==> src/rtl/uart_rx_pkg.sv <==
// Shared types and constants for the UART receiver: FSM states, oversampling
// points and the receive FIFO entry layout.
package uart_rx_pkg;

    typedef enum logic [2:0] {
        ST_IDLE      = 3'd0,
        ST_START     = 3'd1,
        ST_DATA      = 3'd2,
        ST_PARITY    = 3'd3,
        ST_STOP1     = 3'd4,
        ST_STOP2     = 3'd5,
        ST_WAIT_HIGH = 3'd6
    } rx_state_e;

    localparam int unsigned OVERSAMPLE       = 16;
    localparam logic [3:0]  MID_SAMPLE       = 4'd7;
    localparam logic [3:0]  LAST_SAMPLE      = 4'(OVERSAMPLE - 1);
    localparam int unsigned DATA_BITS_OFFSET = 5;

    typedef struct packed {
        logic       ferr;
        logic       perr;
        logic [7:0] data;
    } rx_entry_t;

    localparam int unsigned ENTRY_W = $bits(rx_entry_t);

    // Index of the final data bit for a given character-length setting.
    function automatic logic [2:0] last_bit_idx(input logic [1:0] data_bits);
        return 3'(data_bits) + 3'(DATA_BITS_OFFSET - 1);
    endfunction

endpackage

==> src/rtl/uart_rx_fifo.sv <==
// First-word fall-through FIFO with wrap-bit pointers; a push into a full FIFO
// without a simultaneous pop is dropped and flagged for one clock.
module uart_rx_fifo #(
    parameter int unsigned WIDTH = 10,
    parameter int unsigned DEPTH = 4
) (
    input  logic             clk_i,
    input  logic             rst_ni,
    input  logic             push_i,
    input  logic [WIDTH-1:0] wdata_i,
    input  logic             pop_i,
    output logic [WIDTH-1:0] rdata_o,
    output logic             full_o,
    output logic             empty_o,
    output logic             overrun_o
);
    localparam int unsigned AW = $clog2(DEPTH);

    logic [AW:0]      wr_ptr_q, wr_ptr_d;
    logic [AW:0]      rd_ptr_q, rd_ptr_d;
    logic [WIDTH-1:0] mem_q [DEPTH];
    logic             do_push, do_pop;
    logic             overrun_q, overrun_d;

    assign empty_o = (wr_ptr_q == rd_ptr_q);
    assign full_o  = (wr_ptr_q[AW] != rd_ptr_q[AW]) &&
                     (wr_ptr_q[AW-1:0] == rd_ptr_q[AW-1:0]);

    // A pop frees the slot in the same clock, so a full FIFO still accepts a push.
    assign do_pop    = pop_i && !empty_o;
    assign do_push   = push_i && (!full_o || do_pop);
    assign overrun_d = push_i && full_o && !do_pop;

    assign wr_ptr_d = do_push ? wr_ptr_q + (AW+1)'(1) : wr_ptr_q;
    assign rd_ptr_d = do_pop  ? rd_ptr_q + (AW+1)'(1) : rd_ptr_q;

    assign rdata_o   = empty_o ? '0 : mem_q[rd_ptr_q[AW-1:0]];
    assign overrun_o = overrun_q;

    always_ff @(posedge clk_i) begin
        if (!rst_ni) begin
            wr_ptr_q  <= '0;
            rd_ptr_q  <= '0;
            overrun_q <= 1'b0;
        end else begin
            wr_ptr_q  <= wr_ptr_d;
            rd_ptr_q  <= rd_ptr_d;
            overrun_q <= overrun_d;
        end
    end

    always_ff @(posedge clk_i) begin
        if (do_push) begin
            mem_q[wr_ptr_q[AW-1:0]] <= wdata_i;
        end
    end

endmodule

==> src/rtl/uart_rx_core.sv <==
// UART receiver: input synchronizer, 16x tick generator, framing FSM and a
// small FWFT receive FIFO holding {ferr, perr, data} per character.
//
// state      | meaning
// IDLE       | line idle, waiting for a low sample to begin a frame
// START      | qualifying the start bit at mid-bit
// DATA       | sampling data bits, LSB first
// PARITY     | sampling the parity bit
// STOP1      | sampling the first stop bit
// STOP2      | sampling the second stop bit
// WAIT_HIGH  | line still low after the frame (break), wait for idle
module uart_rx_core #(
    parameter int unsigned FIFO_DEPTH = 4,
    parameter int unsigned DIV_W      = 12
) (
    input  logic             app_clk,
    input  logic             app_reset_n,
    input  logic             cfg_rx_en,
    input  logic [1:0]       cfg_data_bits,
    input  logic             cfg_stop_bits,
    input  logic             cfg_pri_en,
    input  logic             cfg_pri_even,
    input  logic [DIV_W-1:0] cfg_baud_div,
    input  logic             rxd,
    output logic [7:0]       rx_data,
    output logic             rx_perr,
    output logic             rx_ferr,
    output logic             rx_valid,
    input  logic             rx_ready,
    output logic             err_overrun
);
    import uart_rx_pkg::*;

    logic             rxd_meta_q, rxd_s_q;
    logic [DIV_W-1:0] div_cnt_q, div_cnt_d, div_q;
    logic [1:0]       data_bits_q;
    logic             stop2_q, pri_en_q, pri_even_q;
    logic             tick;
    rx_state_e        state_q, state_d;
    logic [3:0]       scnt_q, scnt_d;
    logic [2:0]       bcnt_q, bcnt_d;
    logic [7:0]       data_q, data_d;
    logic             perr_q, perr_d, ferr_q, ferr_d;
    logic             push;
    rx_entry_t        push_entry, head_entry;
    logic             unused_full, fifo_empty;

    always_ff @(posedge app_clk) begin
        if (!app_reset_n) begin
            rxd_meta_q <= 1'b1;
            rxd_s_q    <= 1'b1;
        end else begin
            rxd_meta_q <= rxd;
            rxd_s_q    <= rxd_meta_q;
        end
    end

    // Divisor down-counter: terminal count 0 gives one tick every div+1 clocks.
    assign tick      = (div_cnt_q == '0);
    assign div_cnt_d = tick ? div_q : div_cnt_q - DIV_W'(1);

    // Configuration tracks the inputs while idle and is frozen for the frame.
    always_ff @(posedge app_clk) begin
        if (!app_reset_n) begin
            div_q       <= '0;
            data_bits_q <= '0;
            stop2_q     <= 1'b0;
            pri_en_q    <= 1'b0;
            pri_even_q  <= 1'b0;
        end else if (state_q == ST_IDLE) begin
            div_q       <= cfg_baud_div;
            data_bits_q <= cfg_data_bits;
            stop2_q     <= cfg_stop_bits;
            pri_en_q    <= cfg_pri_en;
            pri_even_q  <= cfg_pri_even;
        end
    end

    always_ff @(posedge app_clk) begin
        if (!app_reset_n) begin
            div_cnt_q <= '0;
            state_q   <= ST_IDLE;
            scnt_q    <= '0;
            bcnt_q    <= '0;
            data_q    <= '0;
            perr_q    <= 1'b0;
            ferr_q    <= 1'b0;
        end else begin
            div_cnt_q <= div_cnt_d;
            state_q   <= state_d;
            scnt_q    <= scnt_d;
            bcnt_q    <= bcnt_d;
            data_q    <= data_d;
            perr_q    <= perr_d;
            ferr_q    <= ferr_d;
        end
    end

    always_comb begin
        state_d = state_q;
        scnt_d  = scnt_q;
        bcnt_d  = bcnt_q;
        data_d  = data_q;
        perr_d  = perr_q;
        ferr_d  = ferr_q;
        push    = 1'b0;
        if (state_q != ST_IDLE && !cfg_rx_en) begin
            state_d = ST_IDLE;
        end else if (tick) begin
            scnt_d = scnt_q + 4'd1;
            unique case (state_q)
                ST_IDLE: begin
                    if (cfg_rx_en && !rxd_s_q) begin
                        state_d = ST_START;
                        scnt_d  = '0;
                        bcnt_d  = '0;
                        data_d  = '0;
                        perr_d  = 1'b0;
                        ferr_d  = 1'b0;
                    end
                end
                ST_START: begin
                    if (scnt_q == MID_SAMPLE) begin
                        scnt_d  = '0;
                        state_d = rxd_s_q ? ST_IDLE : ST_DATA;
                    end
                end
                ST_DATA: begin
                    if (scnt_q == LAST_SAMPLE) begin
                        data_d[bcnt_q] = rxd_s_q;
                        bcnt_d         = bcnt_q + 3'd1;
                        if (bcnt_q == last_bit_idx(data_bits_q)) begin
                            state_d = pri_en_q ? ST_PARITY : ST_STOP1;
                        end
                    end
                end
                ST_PARITY: begin
                    if (scnt_q == LAST_SAMPLE) begin
                        perr_d  = pri_even_q ? (^data_q ^ rxd_s_q) : ~(^data_q ^ rxd_s_q);
                        state_d = ST_STOP1;
                    end
                end
                ST_STOP1: begin
                    if (scnt_q == LAST_SAMPLE) begin
                        ferr_d = ferr_q | ~rxd_s_q;
                        if (stop2_q) begin
                            state_d = ST_STOP2;
                        end else begin
                            push    = 1'b1;
                            state_d = rxd_s_q ? ST_IDLE : ST_WAIT_HIGH;
                        end
                    end
                end
                ST_STOP2: begin
                    if (scnt_q == LAST_SAMPLE) begin
                        ferr_d  = ferr_q | ~rxd_s_q;
                        push    = 1'b1;
                        state_d = rxd_s_q ? ST_IDLE : ST_WAIT_HIGH;
                    end
                end
                ST_WAIT_HIGH: begin
                    if (rxd_s_q) begin
                        state_d = ST_IDLE;
                    end
                end
                default: state_d = ST_IDLE;
            endcase
        end
    end

    assign push_entry = {ferr_d, perr_q, data_q};

    uart_rx_fifo #(
        .WIDTH (ENTRY_W),
        .DEPTH (FIFO_DEPTH)
    ) u_fifo (
        .clk_i     (app_clk),
        .rst_ni    (app_reset_n),
        .push_i    (push),
        .wdata_i   (push_entry),
        .pop_i     (rx_ready),
        .rdata_o   (head_entry),
        .full_o    (unused_full),
        .empty_o   (fifo_empty),
        .overrun_o (err_overrun)
    );

    assign rx_data  = head_entry.data;
    assign rx_perr  = head_entry.perr;
    assign rx_ferr  = head_entry.ferr;
    assign rx_valid = ~fifo_empty;

endmodule

==> config.mk <==
export PLATFORM = sky130hd
export DESIGN_NAME = uart_rx_core
export DESIGN_NICKNAME = d
export VERILOG_FILES = /design/src/rtl/uart_rx_pkg.sv /design/src/rtl/uart_rx_fifo.sv /design/src/rtl/uart_rx_core.sv
export SDC_FILE = /design/constraint.sdc
export NUM_CORES = 1
export LEC_CHECK = 0
export ABC_AREA = 1
export BUFFER_PORTS_ARGS = -buffer_cell sky130_fd_sc_hd__buf_4
export CORE_MARGIN = 8
export CORE_UTILIZATION = 54
export CTS_CLUSTER_DIAMETER = 150
export DETAILED_ROUTE_END_ITERATION = 10
export MAX_ROUTING_LAYER = met4
export PLACE_DENSITY = 0.76
export SLEW_MARGIN = 20
export SYNTH_ARGS = -nofsm -noshare
export SYNTH_HDL_FRONTEND = slang
export SYNTH_SLANG_ARGS = --single-unit
==> constraint.sdc <==
create_clock -name app_clk -period 2 [get_ports app_clk]
set_input_delay 0.2 -clock app_clk [delete_from_list [all_inputs] [get_ports app_clk]]
set_output_delay 0.2 -clock app_clk [all_outputs]
set_load 0.005 [all_outputs]
; ---- Yosys cells after proc, flatten, opt, wreduce, memory -nomap -nowiden
; Memory sizes are Yosys's and may differ from the RTL's. A register that Yosys moved wholly into a read port is not among the register bits.
; Index checks and enable logic that the tools add are counted.
[classes]
addsub = 6
order_cmp = 2
eq_ne = 20
muxes = 46
bitwise = 7
n_reduce_logical = 26
[ops]
columns = cell, count
row1 = $mux W3, 13
row2 = $pmux W3 S7, 1
row3 = $mux W8, 2
row4 = $pmux W8 S2, 1
row5 = $mux W1, 15
row6 = $ne A2 B2 Y1 const B, 7
row7 = $logic_not A12 Y1, 1
row8 = $mux W12, 1
row9 = $sub A12 B1 Y12 const B, 1
row10 = $mux W10, 1
row11 = $reduce_and A5 Y1, 2
row12 = $add A3 B1 Y3 const B, 3
row13 = $eq A3 B3 Y1 const B, 3
row14 = $reduce_and A9 Y1, 1
row15 = $bwmux W8, 1
row16 = $logic_and A1 B1 Y1, 8
row17 = $mux W4, 2
row18 = $pmux W4 S2, 1
row19 = $reduce_xor A8 Y1, 1
row20 = $eq A3 B2 Y1 const B, 2
row21 = $eq A3 B3 Y1, 2
row22 = $mux W2, 3
row23 = $pmux W1 S2, 3
row24 = $pmux W3 S2, 1
row25 = other kinds (21), 31
[totals]
ff_bits = 58
ramBits = 40
memories = 1
[memory_table]
columns = memory, depth, word_bits, rd, rd_ports_with_merged_regs, wr, line
row1 = u_fifo.mem_q, 4, 10, 1, 1, 1, uart_rx_fifo.sv:21  ; logic [WIDTH-1:0] mem_q [DEPTH];

; ---- Depth between registers and ports, before layout
; Gate-level depths: netlist of the first run.
[depth]
word_depth = 8
depth_mapped = 12

; ---- Cells and area by module
; From an unflattened synthesis of the first run, not the netlist that was laid out.
[hier_totals]
hier_cells = 626
hier_area_um2 = 4943.5
[modules_own_cells]
columns = mod, n_inst, cells_each, area_each_um2, seq_area_each_um2
row1 = uart_rx_core, 1, 439, 2880.3, 1021.0
row2 = uart_rx_fifo, 1, 187, 2063.2, 1381.3

; ---- Worst setup path after synthesis of the first run
; No wires, ideal clock.
[synth_timing]
path_type = flip-flop to flip-flop
start = reg div_cnt_q[0]
end = mem u_fifo.mem_q[0][0] (enable)
setup_ns = 0.376
t_arrival_ns = 1.637
required_ns = 1.624
path_slack_ns = -0.013
stages_incl_launch_ff = 9
path_buffers = 0
synth_period_minus_slack_ns = 2.013
path_cell_list = dfxtp_1 -> inv_1 -> ha_1 -> nand2_1 -> nor2_2 -> nand2_2 -> nor2_8 -> nand4_4 -> nor2_1
[synth_between]
elab_chain_len = 6
[synth_lines]
columns = item, line
row1 = start: declaration, uart_rx_core.sv:35  ; logic [DIV_W-1:0] div_cnt_q, div_cnt_d, div_q;
row2 = start signal: assignment, uart_rx_core.sv:89  ; div_cnt_q <= div_cnt_d;
row3 = $logic_not A12 Y1, uart_rx_core.sv:59  ; assign tick = (div_cnt_q == '0);
row4 = $mux W1, uart_rx_core.sv:109  ; end else if (tick) begin
row5 = $mux W1, uart_rx_core.sv:107  ; if (state_q != ST_IDLE && !cfg_rx_en) begin
row6 = $logic_and A1 B1 Y1, uart_rx_fifo.sv:31  ; assign do_push = push_i && (!full_o || do_pop);
row7 = $mux W1, uart_rx_fifo.sv:53  ; if (do_push) begin
row8 = $mux W1 (not written as such), uart_rx_fifo.sv:54  ; mem_q[wr_ptr_q[AW-1:0]] <= wdata_i;
row9 = end: declaration, uart_rx_fifo.sv:21
; Every way passes these cells.

; ---- Worst setup path after layout of the first run
[layout_timing]
start = reg u_fifo.wr_ptr_q[1]
end = out rx_data[7]
[layout_between]
elab_chain_len = 2
[layout_lines]
columns = item, line
row1 = start: declaration, uart_rx_fifo.sv:19  ; logic [AW:0] wr_ptr_q, wr_ptr_d;
row2 = start signal: assignment, uart_rx_fifo.sv:46  ; wr_ptr_q <= wr_ptr_d;
row3 = $eq A3 B3 Y1, uart_rx_fifo.sv:25  ; assign empty_o = (wr_ptr_q == rd_ptr_q);
row4 = $mux W10, uart_rx_fifo.sv:37  ; assign rdata_o = empty_o ? '0 : mem_q[rd_ptr_q[AW-1:0]];
row5 = end: declaration, uart_rx_core.sv:25  ; output logic [7:0] rx_data,
; Every way passes these cells.

==> flow_summary.yaml, run 1 <==
pwr:
  switchingPower_mw: 1.67
  power-per-cell-area_nw_per_um2: 897
  p_leak_nw: 2.39
  peakVddDrop_mv: 0.438
  intPower_mw: 3.34
  p_sw_frac: 0.333
  seqPwrFrac: 0.477
  p_comb_frac: 0.258
  power_frac_clock: 0.266
sta:
  setup_viol: 0
  whs_ns: 0.0782
  hold_violations: 0
  fmax_ghz: 0.531
  skew_ns: 0.00976
  slew_headroom: 0.702
  min_period_ns: 1.88
  final_max_slew_viol_count: 0
  fin_crit_sh: 0.941
  worst_slew_pin_slew_ns: 0.447
worst_setup_path:
  endpoint_kind: "output pin"
  arrival_ns: 1.68
  critPathMaxStageDelay_ns: 0.37
  critPathBufInv: 2
  cp_slowest_cell: "dfxtp_1"
  crit_required_ns: 1.80
  path_class: "register to output pin"
  critical-path-top-delay-family: "simple AND/OR/NAND/NOR gates"
  crit_path_start_kind: "register"
  reg2reg_slack_ns: 0.14
  crit_fanout: 6
  worstPathCellList: "or2_2 -> a21oi_4 -> nand2_2 -> nand2_1 -> inv_1 -> buf_4"
clock_tree:
  cts_sinks: 100
  clk_pin_slew_ns: 0.10
  clockRootBuffer: "clkbuf_8"
  numCtsBuffers: 9
  clock_latency_ns: 0.36
  tritoncts: "done"
  cts_max_path_buffers: 2
  htreeDepth: 3
floorplan:
  rows: 35
  core_um2: 9020
  die_w_um: 111
  die-area_um2: 12400
  start_util: 0.545
  die_h_um: 111
  ios: 34
yosys:
  avgSynthCellArea_um2: 8.08
  synth_async_sr_flop_share: 0
  synth_most_common_cell: "nand2_1"
  syn-cell-area_um2: 4920
  synth_cell_type_count: 37
  seq_area_frac_synth: 0.488
  syn_nets: 640
  synth-seq-cells: 100
  syn_inst: 609
  yosysTopAreaCell: "dfxtp_1"
  yosys_warnings: 0
  synth_top_area_share: 0.244
  synth_ff_type: "dfxtp_1"
  synth_edf_count: 40
  synthTopCellsByArea: "dfxtp_1, edfxtp_1, nand2_1"
  yosys-top-cells-count: "nand2_1, nor2_1, dfxtp_1, inv_1, o21ai_0"
global_routing:
  grt_pass1_wl_mm: 17.8
  grt_pass1_vias: 3798
  use_met3: 0.0392
  grt_max_degree: 38
  grtUsageMet1: 0.227
  track_usage: 0.173
  grt-busiest-layer: "met2"
  grt_overflow: 0
  antenna_found_initial: 0
  globalRouteMet2Util: 0.262
finish:
  drive_gt1_frac: 0.158
  nets: 677
  stdcell_count: 762
  syn_to_final_growth_pct: 13.3
  diodes: 0
run:
  cap_violations: 0
outcome:
  outcome: "completed"
detailed_routing:
  ant_nets: 0
  vias: 4109
  firstDrtPassIters: 5
  wire_per_inst_um: 13.8
  viasPerCell: 5.39
  drc: 0
  drtIter0Drc: 257
  wl_mm: 10.5
placed_design:
  hpwlAfterDp_mm: 7.46
  placed_cells: 739
  place_congestion: 0.960
  port_buffers: 33
hold_path:
  min_path_type: "input port to register"
-- worst paths after layout --
path | start | to | cells after the start
worst max-delay path | u_fifo.wr_ptr_q[1] | rx_data[7] | 6
worst min-delay path | cfg_baud_div[3] | div_q[3] | 3
worst max register to register | div_cnt_q[0] | u_fifo.mem_q[2][4] | 9
worst min register to register | rxd_meta_q | rxd_s_q | 1
-- area by class of cell --
type                    instances  area [um2]
clock inverters                 7        82.6
repair buffers                 49         389
multi-input cells             424        2190
inverters                      61         233
fillers                       777        3450
well taps                     111         139
flip-flops and latches        100        2400
repair inverters                1        7.51
clock buffers                   9         124
-- worst reg2reg max path, delay by kind of cell (launching register included) --
kind	cells	cell delay [ns]
DFF	1	0.33
and+or+nand+nor	6	0.82
buffers and inverters	2	0.26
adders and majority gates	1	0.17
-- power by group through the flow --
| stage | clock, mW | combinational (mW) | sequential, mW |
|---|---|---|---|
| CTS | 1.36 | 1.21 | 2.38 |
| floorplan | 0 | 0.967 | 2.39 |
| global placement | 0 | 1.18 | 2.41 |
| global route | 1.44 | 1.45 | 2.41 |
| detailed placement | 0 | 1.20 | 2.43 |
| finish | 1.33 | 1.29 | 2.38 |
-- registers in the layout (all words and copies together), names as in the netlist, 2 cells and up, named ones only --
name	count
state_q	3
data_bits_q	2
u_fifo.rd_ptr_q	3
scnt_q	4
div_q	12
div_cnt_q	12
u_fifo.mem_q	40
u_fifo.wr_ptr_q	3
bcnt_q	3
data_q	8
-- layout by cell type, fill, tap and decap left out, types with 3 or more instances in the layout --
| master | count |
|---|---|
| nor2_4 | 3 |
| inv_2 | 7 |
| xor2_1 | 8 |
| dfxtp_1 | 58 |
| nor3_1 | 9 |
| buf_6 | 5 |
| nand4_1 | 15 |
| ha_1 | 9 |
| clkinvlp_4 | 4 |
| inv_1 | 52 |
| nor2_8 | 3 |
| clkbuf_8 | 9 |
| o32ai_1 | 10 |
| nand3_1 | 41 |
| a21oi_1 | 40 |
| buf_4 | 43 |
| o21ai_0 | 51 |
| nor2_2 | 5 |
| nand2_2 | 7 |
| edfxtp_1 | 40 |
| nand2_1 | 118 |
| or2_2 | 3 |
| nor2_1 | 82 |
| nand2_4 | 3 |
| xnor2_1 | 3 |
-- logic make-up after synthesis --
family | Yosys count | synth area share
buffers and inverters | 86 | 0.0730
AND/OR/NAND/NOR | 293 | 0.273
flip-flops | 100 | 0.488
XOR/XNOR | 11 | 0.0196
AO/OA/AOI/OAI | 110 | 0.123
adder cells (fa/ha/maj) | 9 | 0.0229
-- metrics by stage --
step                total power, mW  setup WS, ns  instance area (um2)  utilization  TNS, ns
floorplan                      3.36       -0.0131                 4920            -   -0.523
global placement               3.59         0.159                 5260        0.583        0
detailed placement             3.63         0.106                 5260        0.583        0
CTS                            4.95        0.0268                 5480        0.607        0
global route                   5.30      -0.00893                 5570        0.618  -0.0135
finish                         5.00         0.117                 5570        0.618        0
-- what timing repair did --
action | in CTS | in global routing
pin swaps | 0 | 2
gates cloned | 0 | 2
setup buffers | 0 | 4
setup endpoints to repair | 10 | 50
hold endpoints to repair | 1 | 0
hold buffers | 1 | 0
gates resized for setup | 1 | 17
-- metal layers --
layer,wire [um],share of wire,vias to the layer above
li1,-,-,2108
met1,5100,0.49,1903
met2,4830,0.46,83
met3,432,0.041,15
met4,139,0.013,0
met5,0,0,-
Power figures use the tool's default switching activity.
==> inputs of run 2 (changes only) <==
--- a/config.mk
+++ b/config.mk
@@ -11,8 +11,7 @@
 export CORE_UTILIZATION = 54
 export CTS_CLUSTER_DIAMETER = 150
 export DETAILED_ROUTE_END_ITERATION = 10
-export MAX_ROUTING_LAYER = met4
-export PLACE_DENSITY = 0.76
+export PLACE_DENSITY = 0.75
 export SLEW_MARGIN = 20
 export SYNTH_ARGS = -nofsm -noshare
 export SYNTH_HDL_FRONTEND = slang
==> run 2 against run 1 <==
Net effect: sequential share of layout area up 0.40 points; wire length is 4.5% higher; global-route usage barely moved; clock-buffer cell count did not move; first-iteration DRC count is 15% lower; worst hold slack worse by 0.00099 ns; largest power group unchanged; highest routed layer unchanged.
==> flow_summary.yaml, run 2 (same netlist as run 1, synthesis figures left out) <==
outcome:
  outcome: "completed"
finish:
  largest_reg_flops: 40
  drive_gt1_frac: 0.154
  final_util: 0.612
  stdcell_count: 759
  syn_to_final_growth_pct: 12.3
  mostFrequentLayoutCell: "nand2_1"
  nets: 674
  diodes: 0
  final_cell_mix: "nand2_1, nor2_1, dfxtp_1, inv_1, o21ai_0"
pwr:
  p_leak_nw: 2.37
  power-per-cell-area_nw_per_um2: 892
  power_mw: 4.93
  peakVddDrop_mv: 0.468
sta:
  whs_ns: 0.0772
  rsz0062_at_grt: "false"
  fin_crit_sh: 0.944
  final_max_slew_viol_count: 0
  skew_ns: 0.0108
  fmax_ghz: 0.530
  slew_headroom: 0.687
  min_period_ns: 1.89
  worst_slew_pin_slew_ns: 0.467
  hold_violations: 0
  setup_viol: 0
clock_tree:
  numCtsBuffers: 9
  tritoncts: "done"
  htreeDepth: 3
  clock_latency_ns: 0.37
  cts_sinks: 100
  cts_max_path_buffers: 2
  clk_pin_slew_ns: 0.10
  clockRootBuffer: "clkbuf_8"
worst_setup_path:
  arrival_ns: 1.69
  critical-path-top-delay-family: "simple AND/OR/NAND/NOR gates"
  crit_required_ns: 1.80
  critPathMaxStageDelay_ns: 0.37
  crit_fanout: 6
  crit_path_start_kind: "register"
  critPathBufInv: 2
  path_class: "register to output pin"
  crit_start: "u_fifo.wr_ptr_q[1]"
  r2r_start: "div_cnt_q[0]"
  endpoint_kind: "output pin"
  worstPathCellList: "or2_2 -> a21oi_4 -> nand2_2 -> nand2_1 -> inv_1 -> buf_4"
  cp_slowest_cell: "dfxtp_1"
floorplan:
  start_util: 0.545
  rows: 35
  die_h_um: 111
  die-area_um2: 12400
  die_w_um: 111
  ios: 34
  core_um2: 9020
detailed_routing:
  drc: 0
  vias: 4145
  firstDrtPassIters: 4
  viasPerCell: 5.46
  drtIter0Drc: 219
  wire_per_inst_um: 14.5
  ant_nets: 0
  wl_mm: 11.0
placed_design:
  place_congestion: 0.904
  hpwlAfterDp_mm: 7.66
  port_buffers: 33
  placed_cells: 739
global_routing:
  grt_pass1_wl_mm: 18.2
  grt_overflow: 0
  grt_max_degree: 38
  antenna_found_initial: 0
  grt_pass1_vias: 3909
  track_usage: 0.173
hold_path:
  min_path_type: "input port to register"
  hold_start: "cfg_baud_div[3]"
run:
  cap_violations: 0
==> run 2: cell types whose count changed in the layout (fill, tap and decap cells not counted), sizes merged <==
cell | before | now
buf | 48 | 45
bufinv | 1 | 0
inv | 62 | 63
==> run 2: metal layers <==
metal	track usage	part of all wire	vias to the layer above	wire [um]
li1	-	-	2111	-
met1	0.240	0.48	1934	5250
met2	0.261	0.46	87	5100
met3	0.0382	0.042	13	465
met4	0.0587	0.014	0	158
met5	0	0	-	0
==> run 2: worst paths after layout <==
check | end | slack (ns) | cells past startpoint
max | rx_data[2] | 0.11 | 6
min | div_q[3] | 0.08 | 3
min reg2reg | rxd_s_q | 0.42 | 1
max reg2reg | u_fifo.mem_q[1][9] | 0.14 | 9
==> run 2: cell type report <==
cell class	instances	area, um2
fill	808	3500
tap	111	139
sequential	100	2410
timing repair inverter	1	7.51
inverter	61	233
multi-input combinational	424	2190
clock inverter	7	63.8
timing repair buffer	46	363
clock buffer	9	124
==> run 2: tightest hold or removal path: stages <==
cell and delay [ns]:
buf_4 0.07, o21ai_0 0.07, nor2_1 0.07
==> run 2: timing repair <==
| item | CTS | global route |
|---|---|---|
| endpoints found under the hold margin | 0 | 1 |
| hold buffers | 0 | 1 |
| cloned | 0 | 2 |
| pin swaps | 0 | 1 |
| setup endpoints to repair | 10 | 51 |
| setup buffers | 0 | 1 |
| resized for setup | 1 | 16 |
==> run 2: report_power, final <==
group          internal [mW]  leakage [nW]  switching, mW
clock network          0.482        0.0917          0.774
logic                  0.464          1.35          0.825
registers               2.26         0.920          0.123
==> run 2: per-stage QoR <==
stage | setup TNS, ns | cell area (um2) | setup WS, ns
6_report | 0 | 5530 | 0.112
4_1_cts | 0 | 5450 | 0.0308
3_3_place_gp | 0 | 5260 | 0.162
3_5_place_dp | 0 | 5260 | 0.0883
2_1_floorplan | -0.523 | 4920 | -0.0131
5_1_grt | 0 | 5530 | 0.00823
